### src/rtl/multi_matmul_feeder_pkg.sv
// Shared types and sizing helpers for the multi_matmul operand feeder.
package mha_feeder_pkg;

    typedef enum logic [1:0] {
        IDLE      = 2'd0,
        CLEAR     = 2'd1,
        FEED      = 2'd2,
        WAIT_DONE = 2'd3
    } feeder_state_e;

    function automatic int k_steps(input int inner_dim, input int block);
        return inner_dim / block;
    endfunction

    // Wide enough to hold K_STEPS itself, not just K_STEPS-1.
    function automatic int step_width(input int inner_dim, input int block);
        return $clog2(k_steps(inner_dim, block) + 1);
    endfunction

endpackage

### src/rtl/multi_matmul_feeder_lane_reg.sv
// One west-lane operand register; loads on an accepted slice, otherwise holds.
module feeder_lane_reg #(
    parameter int W = 256
) (
    input  logic         clk_i,
    input  logic         rst_ni,
    input  logic         load_i,
    input  logic [W-1:0] d_i,
    output logic [W-1:0] q_o
);

    logic [W-1:0] lane_q;

    always_ff @(posedge clk_i or negedge rst_ni) begin
        if (!rst_ni) begin
            lane_q <= '0;
        end else if (load_i) begin
            lane_q <= d_i;
        end
    end

    assign q_o = lane_q;

endmodule

### src/rtl/multi_matmul_feeder.sv
// Tile sequencer feeding west/north operand slices into multi_matmul_wrapper.
// Optional stall/done-wait counters are built when MULTI_MATMUL_FEEDER_STALL_STATS_EN is defined.
module multi_matmul_feeder
    import mha_feeder_pkg::*;
#(
    parameter int WIDTH_A         = 16,
    parameter int WIDTH_B         = 16,
    parameter int CHUNK_SIZE      = 4,
    parameter int NUM_CORES_A     = 4,
    parameter int NUM_CORES_B     = 1,
    parameter int TOTAL_MODULES   = 2,
    parameter int TOTAL_INPUT_W   = 2,
    parameter int BLOCK_SIZE      = 2,
    parameter int INNER_DIMENSION = 64,
    localparam int WA = WIDTH_A * CHUNK_SIZE * NUM_CORES_A,
    localparam int WN = WIDTH_B * CHUNK_SIZE * NUM_CORES_B * TOTAL_MODULES
) (
    input  logic                       clk,
    input  logic                       rst_n,
    input  logic                       start,
    input  logic                       s_valid,
    output logic                       s_ready,
    input  logic [WA*TOTAL_INPUT_W-1:0] s_w_data,
    input  logic [WN-1:0]              s_n_data,
    input  logic                       acc_done_wrap,
    output logic                       en,
    output logic                       reset_acc,
    output logic [WA-1:0]              input_w [TOTAL_INPUT_W],
    output logic [WN-1:0]              input_n,
    output logic                       busy,
    output logic                       tile_done,
    output logic [1:0]                 state_dbg,
    output logic [15:0]                tile_count
`ifdef MULTI_MATMUL_FEEDER_STALL_STATS_EN
    ,
    output logic [31:0]                stall_cycles,
    output logic [15:0]                done_wait_cycles
`endif
);

    localparam int KS = k_steps(INNER_DIMENSION, BLOCK_SIZE);
    localparam int SW = step_width(INNER_DIMENSION, BLOCK_SIZE);
    localparam logic [SW-1:0] LAST_STEP = SW'(KS - 1);

    if (INNER_DIMENSION % BLOCK_SIZE != 0) begin : g_bad_dim
        $error("INNER_DIMENSION must be a multiple of BLOCK_SIZE");
    end

    feeder_state_e state_q, state_d;
    logic [SW-1:0] step_q, step_d;
    logic          en_q;
    logic          tile_done_q;
    logic [15:0]   tile_count_q;
    logic [WN-1:0] input_n_q;
    logic          xfer;
    logic          retire;

    // Handshake: a slice moves on any cycle with s_valid && s_ready; s_ready is
    // a pure function of state so the source may raise s_valid at will.
    assign xfer   = (state_q == FEED) && s_valid;
    assign retire = (state_q == WAIT_DONE) && acc_done_wrap;

    always_comb begin
        state_d = state_q;
        step_d  = step_q;
        unique case (state_q)
            IDLE: begin
                // tile_done_q marks the retire cycle; a start there is dropped.
                if (start && !tile_done_q) state_d = CLEAR;
            end
            CLEAR: begin
                step_d  = '0;
                state_d = FEED;
            end
            FEED: begin
                if (xfer) begin
                    step_d = step_q + SW'(1);
                    if (step_q == LAST_STEP) state_d = WAIT_DONE;
                end
            end
            WAIT_DONE: begin
                if (acc_done_wrap) state_d = IDLE;
            end
            default: state_d = IDLE;
        endcase
    end

    always_ff @(posedge clk or negedge rst_n) begin
        if (!rst_n) begin
            state_q      <= IDLE;
            step_q       <= '0;
            en_q         <= 1'b0;
            tile_done_q  <= 1'b0;
            tile_count_q <= '0;
            input_n_q    <= '0;
        end else begin
            state_q     <= state_d;
            step_q      <= step_d;
            en_q        <= xfer;
            tile_done_q <= retire;
            if (retire) tile_count_q <= tile_count_q + 16'd1;
            if (xfer) input_n_q <= s_n_data;
        end
    end

    for (genvar g = 0; g < TOTAL_INPUT_W; g++) begin : g_lane
        feeder_lane_reg #(
            .W(WA)
        ) u_lane (
            .clk_i (clk),
            .rst_ni(rst_n),
            .load_i(xfer),
            .d_i   (s_w_data[g*WA +: WA]),
            .q_o   (input_w[g])
        );
    end

`ifdef MULTI_MATMUL_FEEDER_STALL_STATS_EN
    logic [31:0] stall_q;
    logic [15:0] dwait_q;

    always_ff @(posedge clk or negedge rst_n) begin
        if (!rst_n) begin
            stall_q <= '0;
            dwait_q <= '0;
        end else if (state_q == CLEAR) begin
            stall_q <= '0;
            dwait_q <= '0;
        end else begin
            if ((state_q == FEED) && !s_valid && (stall_q != 32'hFFFF_FFFF)) stall_q <= stall_q + 32'd1;
            if ((state_q == WAIT_DONE) && (dwait_q != 16'hFFFF)) dwait_q <= dwait_q + 16'd1;
        end
    end

    assign stall_cycles     = stall_q;
    assign done_wait_cycles = dwait_q;
`endif

    assign s_ready    = (state_q == FEED);
    assign reset_acc  = (state_q == CLEAR);
    assign busy       = (state_q != IDLE);
    assign en         = en_q;
    assign tile_done  = tile_done_q;
    assign tile_count = tile_count_q;
    assign input_n    = input_n_q;
    assign state_dbg  = state_q;

endmodule

### config.mk
export PLATFORM = sky130hd
export DESIGN_NAME = multi_matmul_feeder
export DESIGN_NICKNAME = d
export VERILOG_FILES = /design/src/rtl/multi_matmul_feeder_pkg.sv /design/src/rtl/multi_matmul_feeder_lane_reg.sv /design/src/rtl/multi_matmul_feeder.sv
export SDC_FILE = /design/constraint.sdc
export NUM_CORES = 1
export LEC_CHECK = 0
export CORE_AREA = 2 2 513 515
export CTS_CLUSTER_SIZE = 40
export DETAILED_ROUTE_END_ITERATION = 7
export DIE_AREA = 0 0 515 517
export SKIP_CTS_REPAIR_TIMING = 1
export SYNTH_ARGS = -nofsm -noshare
export SYNTH_HDL_FRONTEND = slang
export SYNTH_SLANG_ARGS = --single-unit
### constraint.sdc
create_clock -name clk -period 1.38 [get_ports clk]
set_input_delay 0.414 -clock clk [delete_from_list [all_inputs] [get_ports clk]]
set_output_delay 0.414 -clock clk [all_outputs]
set_load 0.05 [all_outputs]
==> run metrics, run 1 <==
drt drc=0; Final Power=0.162 W; Setup crit start kind=flip-flop; gr usage total=14.4%; commonest cells after routing, fill and taps aside=1,924 x nand2_1, 708 x buf_12, 643 x clkdlybuf4s50_1, 626 x dfrtp_1, 242 x buf_4; Final nets=5,051; sequential share of the synthesized area=about two thirds; 1st-iter DRT viols=between 1,500 and 2,000; Multi-input gate area=a little under 8000 um2; Design Area, Final=around 55,000 um2; Synth Cell Area=between 20,000 and 30,000 um2; CP bufs+invs=2; clock transition at the registers of the reported paths=0.06 ns; Net Sw Power=0.0754 W; top-area cell type share of the netlist area=66.1%; met1 WL=72,800 um; Vias per Instance=3.34; CORE AREA=between 200,000 and 300,000 um2; failing checks=negative setup slack; Port Buffers=1,307; Internal Power=between 0.08 and 0.09 W; CTS tree=yes; RSZ-0062 raised after global routing=true; CP Data Arrival Time=roughly 1.6 ns; final cell count without fillers=between 7,000 and 8,000; CP Class=flip-flop to primary output; # setup viols final=1,327; io pins=1,308; CTS buffer count=between 80 and 90; CP cell instances=ha_4, buf_6, buf_12; metal3 WL=40,100 um; antenna violations before repair=roughly 310; post-synthesis cell type count=31; f_max=slightly below 500 MHz; slew margin rel.=about 71%; Synth area leader=dfrtp_1; number of synthesized register bits=between 600 and 700; antenna-violating nets left=0; layout cells sized above 1=between 20% and 30%; Synth Area per Inst=just under 9 um2; required time of the worst setup path=between 0.9 and 1 ns; largest net degree at the start of global routing=85; Top Family by Delay on Critical Path=flip-flops; die area=between 200,000 and 300,000 um2; Pleak=about 26 nW; Worst-Margin Slew=roughly 0.44 ns; clk_lat worst skew=approximately 0.75 ns; Comb pwr share=61.5%; WL met2=just over 80,000 um; drt pass-1 iters=5; Max Clock Skew=approximately 0.052 ns; Peak VDD IR=~1700 uV; Final Critical Period=between 2 and 2.5 ns; initial core utilization=under 10%; Layout fillers=between 20,000 and 30,000; Longest Clk Path Bufs=3; # rows=around 190; maxcap violations=0; Post-Place Cell Area=50,200 um2; vias in the first global route=25,700; outcome=finished with violations; fin crit share=148%; Switching Fraction=a little under half; master of the slowest instance on the critical path=dfrtp_2; Layout area overhead=119%; Seq pwr share=approximately a quarter; WL/cell=around 26 um; Synth Warn #=0; Final Core Density=about a fifth; register area=16,700 um2; depth of the CTS H-tree=3; Worst setup EP type=primary output; Clock Power Share=approximately 14%; clock sinks=666; RR Startpoint=state_dbg[0]; first-pass GRT wire length=~250,000 um; Setup crit start=state_dbg[1]; top post-synthesis cells by area=dfrtp_1 66%, nand2_1 29%, buf_2 2.2%; Top Metal Used=met5; Hold Path Class=input pin to asynchronous set/reset pin; setup ws final=-0.661 ns; Critical Path Max Stage Delay=about 0.46 ns; post-DP HPWL=175,000 um; GR Overflow Total=0; height of the die=~520 um; clk root buf=clkbuf_16; Fin Setup TNS=-467.02 ns; pwr/cell area=around 3000 nW/um2; via count=26,500; DIE WIDTH=between 500 and 600 um; Placed Cells=7,557; final hold viol count=0; commonest non-fill, non-tap cell in the layout=nand2_1; Cells after Synth=2,816; Post-Syn Nets=3,468; Post-Route WL=a little over 200,000 um; CP max FO=4; Placer Congestion=about 0.86; Final Max Slew Viols=0
-- power by group through the flow --
stage	clock, W	sequential, W	combinational, W
after global placement	0	0.0394	0.0962
after floorplan	0	0.0651	0.0125
after CTS	0.0237	0.0396	0.0969
final	0.0228	0.0396	0.0997
after global routing	0.0244	0.0405	0.104
after detailed placement	0	0.0397	0.0967
-- kinds of logic (layout without fill, tap and decap cells) --
kind of cell    Yosys count  after routing  share of synthesized area [%]
mux                       2              2                         0.0894
fa+ha+maj                 7              7                          0.348
other cells               0             62                              0
flops                   666            666                           66.1
xor+xnor                 17             17                          0.591
compound gates           13             13                          0.308
buf+inv                 148           1795                           3.09
simple gates           1963           1963                           29.4
-- synth_stat cells (all sizes together) --
master,count
a22oi,1
inv,6
mux2,2
a21oi,2
a22o,1
a31oi,1
nand2b,1
dfrtp,666
nand3,9
nor2b,1
nor3,5
ha,7
and3,2
o22ai,1
clkbuf,11
nor2,7
or2,1
nand4,4
nand2,1933
o21ai,7
xor2,6
buf,131
xnor2,11
-- layer usage --
layer / GRT usage (%) / vias to the layer above
met5: 0 / -
li1: - / 11800
met4: 4.70 / 244
met3: 13.6 / 451
met1: 15.0 / 12500
met2: 20.3 / 1582
-- final timing paths --
path / endpoint / slack [ns] / depth (start not counted)
setup / recovery: s_ready / -0.66 / 3
hold / removal: g_lane[1].u_lane.q_o[161] / 0.10 / 2
setup reg to reg: g_lane[0].u_lane.q_o[250] / -0.57 / 11
hold reg to reg: step_q[3] / 0.52 / 1
max in group asynchronous: input_n[13] / 0.41 / 5
min in group clk: g_lane[0].u_lane.q_o[75] / 0.21 / 3
-- registers in the layout, indices dropped and copies added (netlist names) --
signal / cells
en: 1
tile_count: 16
g_lane.u_lane.q_o: 512
step_q: 6
input_n: 128
state_dbg: 2
tile_done: 1
-- metrics by stage --
step                      setup WS, ns  hold slack, ns
after floorplan                 -0.263           0.118
after global placement          -0.783           0.238
after detailed placement        -0.813           0.241
after CTS                       -0.879          -0.588
after global routing            -0.746          0.0495
final                           -0.661           0.101
-- layout make-up --
cell class / count / share of cell area (%)
Clock inverter: 34 / 0.586
Timing Repair Buffer: 1636 / 42.2
Sequential cell: 666 / 30.3
Multi-Input combinational cell: 2002 / 14.2
Inverter: 6 / 0.0795
Tap cell: 3420 / 7.76
Clock buffer: 119 / 4.52
Antenna cell: 62 / 0.282
Power figures use the tool's default switching activity.
==> run 2, diff against run 1 <==
Settings changed: CTS_BUF_LIST from default to sky130_fd_sc_hd__clkbuf_4 sky130_fd_sc_hd__clkbuf_8.
==> run 2 against run 1 <==
The flow still finishes with violations (negative setup slack); combinational power about the same; highest routed layer unchanged; clock skew about the same; fmax down 6.8%; cell area up 2.5%; total power up 1.6%; core utilization up 0.54 points.
==> run metrics, run 2 (synthesis gave the netlist of run 1 again) <==
Port Buffers=1,307 (unchanged); Comb pwr share=62.0% (+0.5 points); 1st-iter DRT viols=1,557 (-1.3%); master of the slowest instance on the critical path=dfrtp_2; slew margin rel.=69.9% (-0.77 points); layout cells sized above 1=31.6% (+4.9 points); height of the die=517 um (unchanged); post-DP HPWL=175,000 um (unchanged); Worst setup EP type=primary output; largest net degree at the start of global routing=85 (unchanged); Max Clock Skew=0.0512 ns (-0.000356 ns); hold slack final=0.0420 ns (-0.0595 ns); Post-Route WL=208,000 um (+2.0%); number of flip-flops under the largest register name=512 (unchanged); clk_lat worst skew=0.91 ns (+0.16 ns); Vias per Instance=3.37 (+1.1%); via count=27,300 (+3.0%); WL/cell=25.7 um (+0.12%); outcome=finished with violations; CP cell instances=inv_4, buf_6, ha_4, inv_2, buf_12; # setup viols final=1,327 (unchanged); Placer Congestion=0.858 (unchanged); Fin Setup TNS=-549.43 ns (-82.41 ns); Seq pwr share=24.2% (-0.2 points); commonest non-fill, non-tap cell in the layout=nand2_1; RSZ-0062 raised after global routing=true; Final nets=5,168 (+2.3%); fin crit share=159% (+11 points); Placed Cells=7,557 (unchanged); initial core utilization=9.65% (unchanged); CP Data Arrival Time=1.78 ns (+0.15 ns); Hold Path Class=input pin to flip-flop; CTS buffer count=141 (+62%); Peak VDD IR=1750 uV (+3.0%); Clock Power Share=13.9% (-0.2 points); Final Max Slew Viols=0 (unchanged); CORE AREA=261,000 um2 (unchanged); Place WS=-0.813 ns (unchanged); failing checks=negative setup slack; clock transition at the registers of the reported paths=0.06 ns (about the same); f_max=457 MHz (-6.8%); required time of the worst setup path=0.97 ns (about the same); gr usage total=14.5% (+0.076 points); # rows=188 (unchanged); CP max FO=3 (-1); Final Critical Period=2.19 ns (+0.149 ns); drt drc=0 (unchanged); antenna violations before repair=310 (-0.96%); register area=16,700 um2 (about the same); clock sinks=666 (unchanged); Final Power=0.165 W (+1.6%); final hold viol count=0 (unchanged); Layout fillers=28,000 (-0.52%); depth of the CTS H-tree=4 (+1); io pins=1,308 (unchanged); pwr/cell area=2920 nW/um2 (-0.95%); first-pass GRT wire length=254,000 um (+0.75%); CP Class=flip-flop to primary output; Internal Power=0.0880 W (+1.4%); antenna-violating nets left=0 (unchanged); commonest cells after routing, fill and taps aside=1,804 x nand2_1, 707 x buf_12, 643 x clkdlybuf4s50_1, 624 x dfrtp_1, 274 x buf_4; Critical Path Max Stage Delay=0.39 ns (-0.07 ns); GR Overflow Total=0 (unchanged); clk root buf=clkbuf_8; vias in the first global route=26,200 (+1.8%); Worst-Margin Slew=0.451 ns (+0.0116 ns); setup ws final=-0.809 ns (-0.149 ns); DIE WIDTH=515 um (unchanged); Longest Clk Path Bufs=4 (+1); die area=266,000 um2 (unchanged); Switching Fraction=46.6% (+0.085 points); CTS tree=yes; Layout area overhead=124%; Pleak=26.7 nW (+3.2%); Setup crit start kind=flip-flop; maxcap violations=0 (unchanged); Net Sw Power=0.0768 W (+1.8%); Multi-input gate area=8410 um2 (+7.2%); drt pass-1 iters=5 (unchanged); final cell count without fillers=8,096 (+1.9%)
==> run 2: cell count changes in the layout (fill, tap and decap cells not counted), moves of 14 or more <==
cell | before | now
clkbuf_8 | 17 | 168
nand2_1 | 1924 | 1804
clkbuf_16 | 100 | 22
nand2_2 | 7 | 74
nand2_4 | 1 | 53
clkbuf_4 | 0 | 43
buf_4 | 242 | 274
dlygate4sd3_1 | 1 | 16
clkbuf_1 | 14 | 0
==> run 2: final cells by class <==
cell class / count / area share, %
timing repair buffer: 1699 / 42.5
sequential: 666 / 29.6
tap: 3420 / 7.57
clock inverter: 24 / 0.441
antenna: 68 / 0.301
multi-input combinational: 2002 / 14.9
clock buffer: 211 / 4.66
inverter: 6 / 0.0952
==> run 2: worst max-delay path: cells and delay by family (launching register included) <==
kind,cells,cell delay (ns)
adder cells (fa/ha/maj),1,0.15
buffers and inverters,4,0.36
flip-flops,1,0.39
==> run 2: routing by layer <==
layer	vias up	track usage, %	share of wire, %
met3	540	13.5	19
met2	1672	20.4	41
li1	12000	-	-
met1	12800	15.1	35
met5	-	0	0.76
met4	248	4.89	3.8
==> run 2: final timing paths <==
kind / from / slack (ns) / end / cells past startpoint
setup reg to reg: state_dbg[1] / -0.49 / g_lane[0].u_lane.q_o[4] / 9
max in group asynchronous: rst_n / 0.48 / g_lane[1].u_lane.q_o[168] / 3
hold / removal: s_w_data[93] / 0.04 / g_lane[0].u_lane.q_o[93] / 3
setup / recovery: state_dbg[0] / -0.81 / busy / 5
hold reg to reg: step_q[3] / 0.52 / step_q[3] / 1
min in group asynchronous: rst_n / 0.11 / g_lane[1].u_lane.q_o[63] / 3
==> run 2: through the flow <==
step	util (%)	area [um2]
finish	21.6	56500
global route	21.6	56400
CTS	20.3	53100
detailed placement	19.2	50200
global placement	19.2	50200
floorplan	-	25400
==> run 2: power by group through the flow <==
| stage | Sequential (W) | Combinational (W) | Clock (W) |
|---|---|---|---|
| detailed placement | 0.0397 | 0.0967 | 0 |
| floorplan | 0.0651 | 0.0125 | 0 |
| global route | 0.0407 | 0.106 | 0.0246 |
| global placement | 0.0394 | 0.0962 | 0 |
| finish | 0.0398 | 0.102 | 0.0229 |
| CTS | 0.0396 | 0.0969 | 0.0238 |
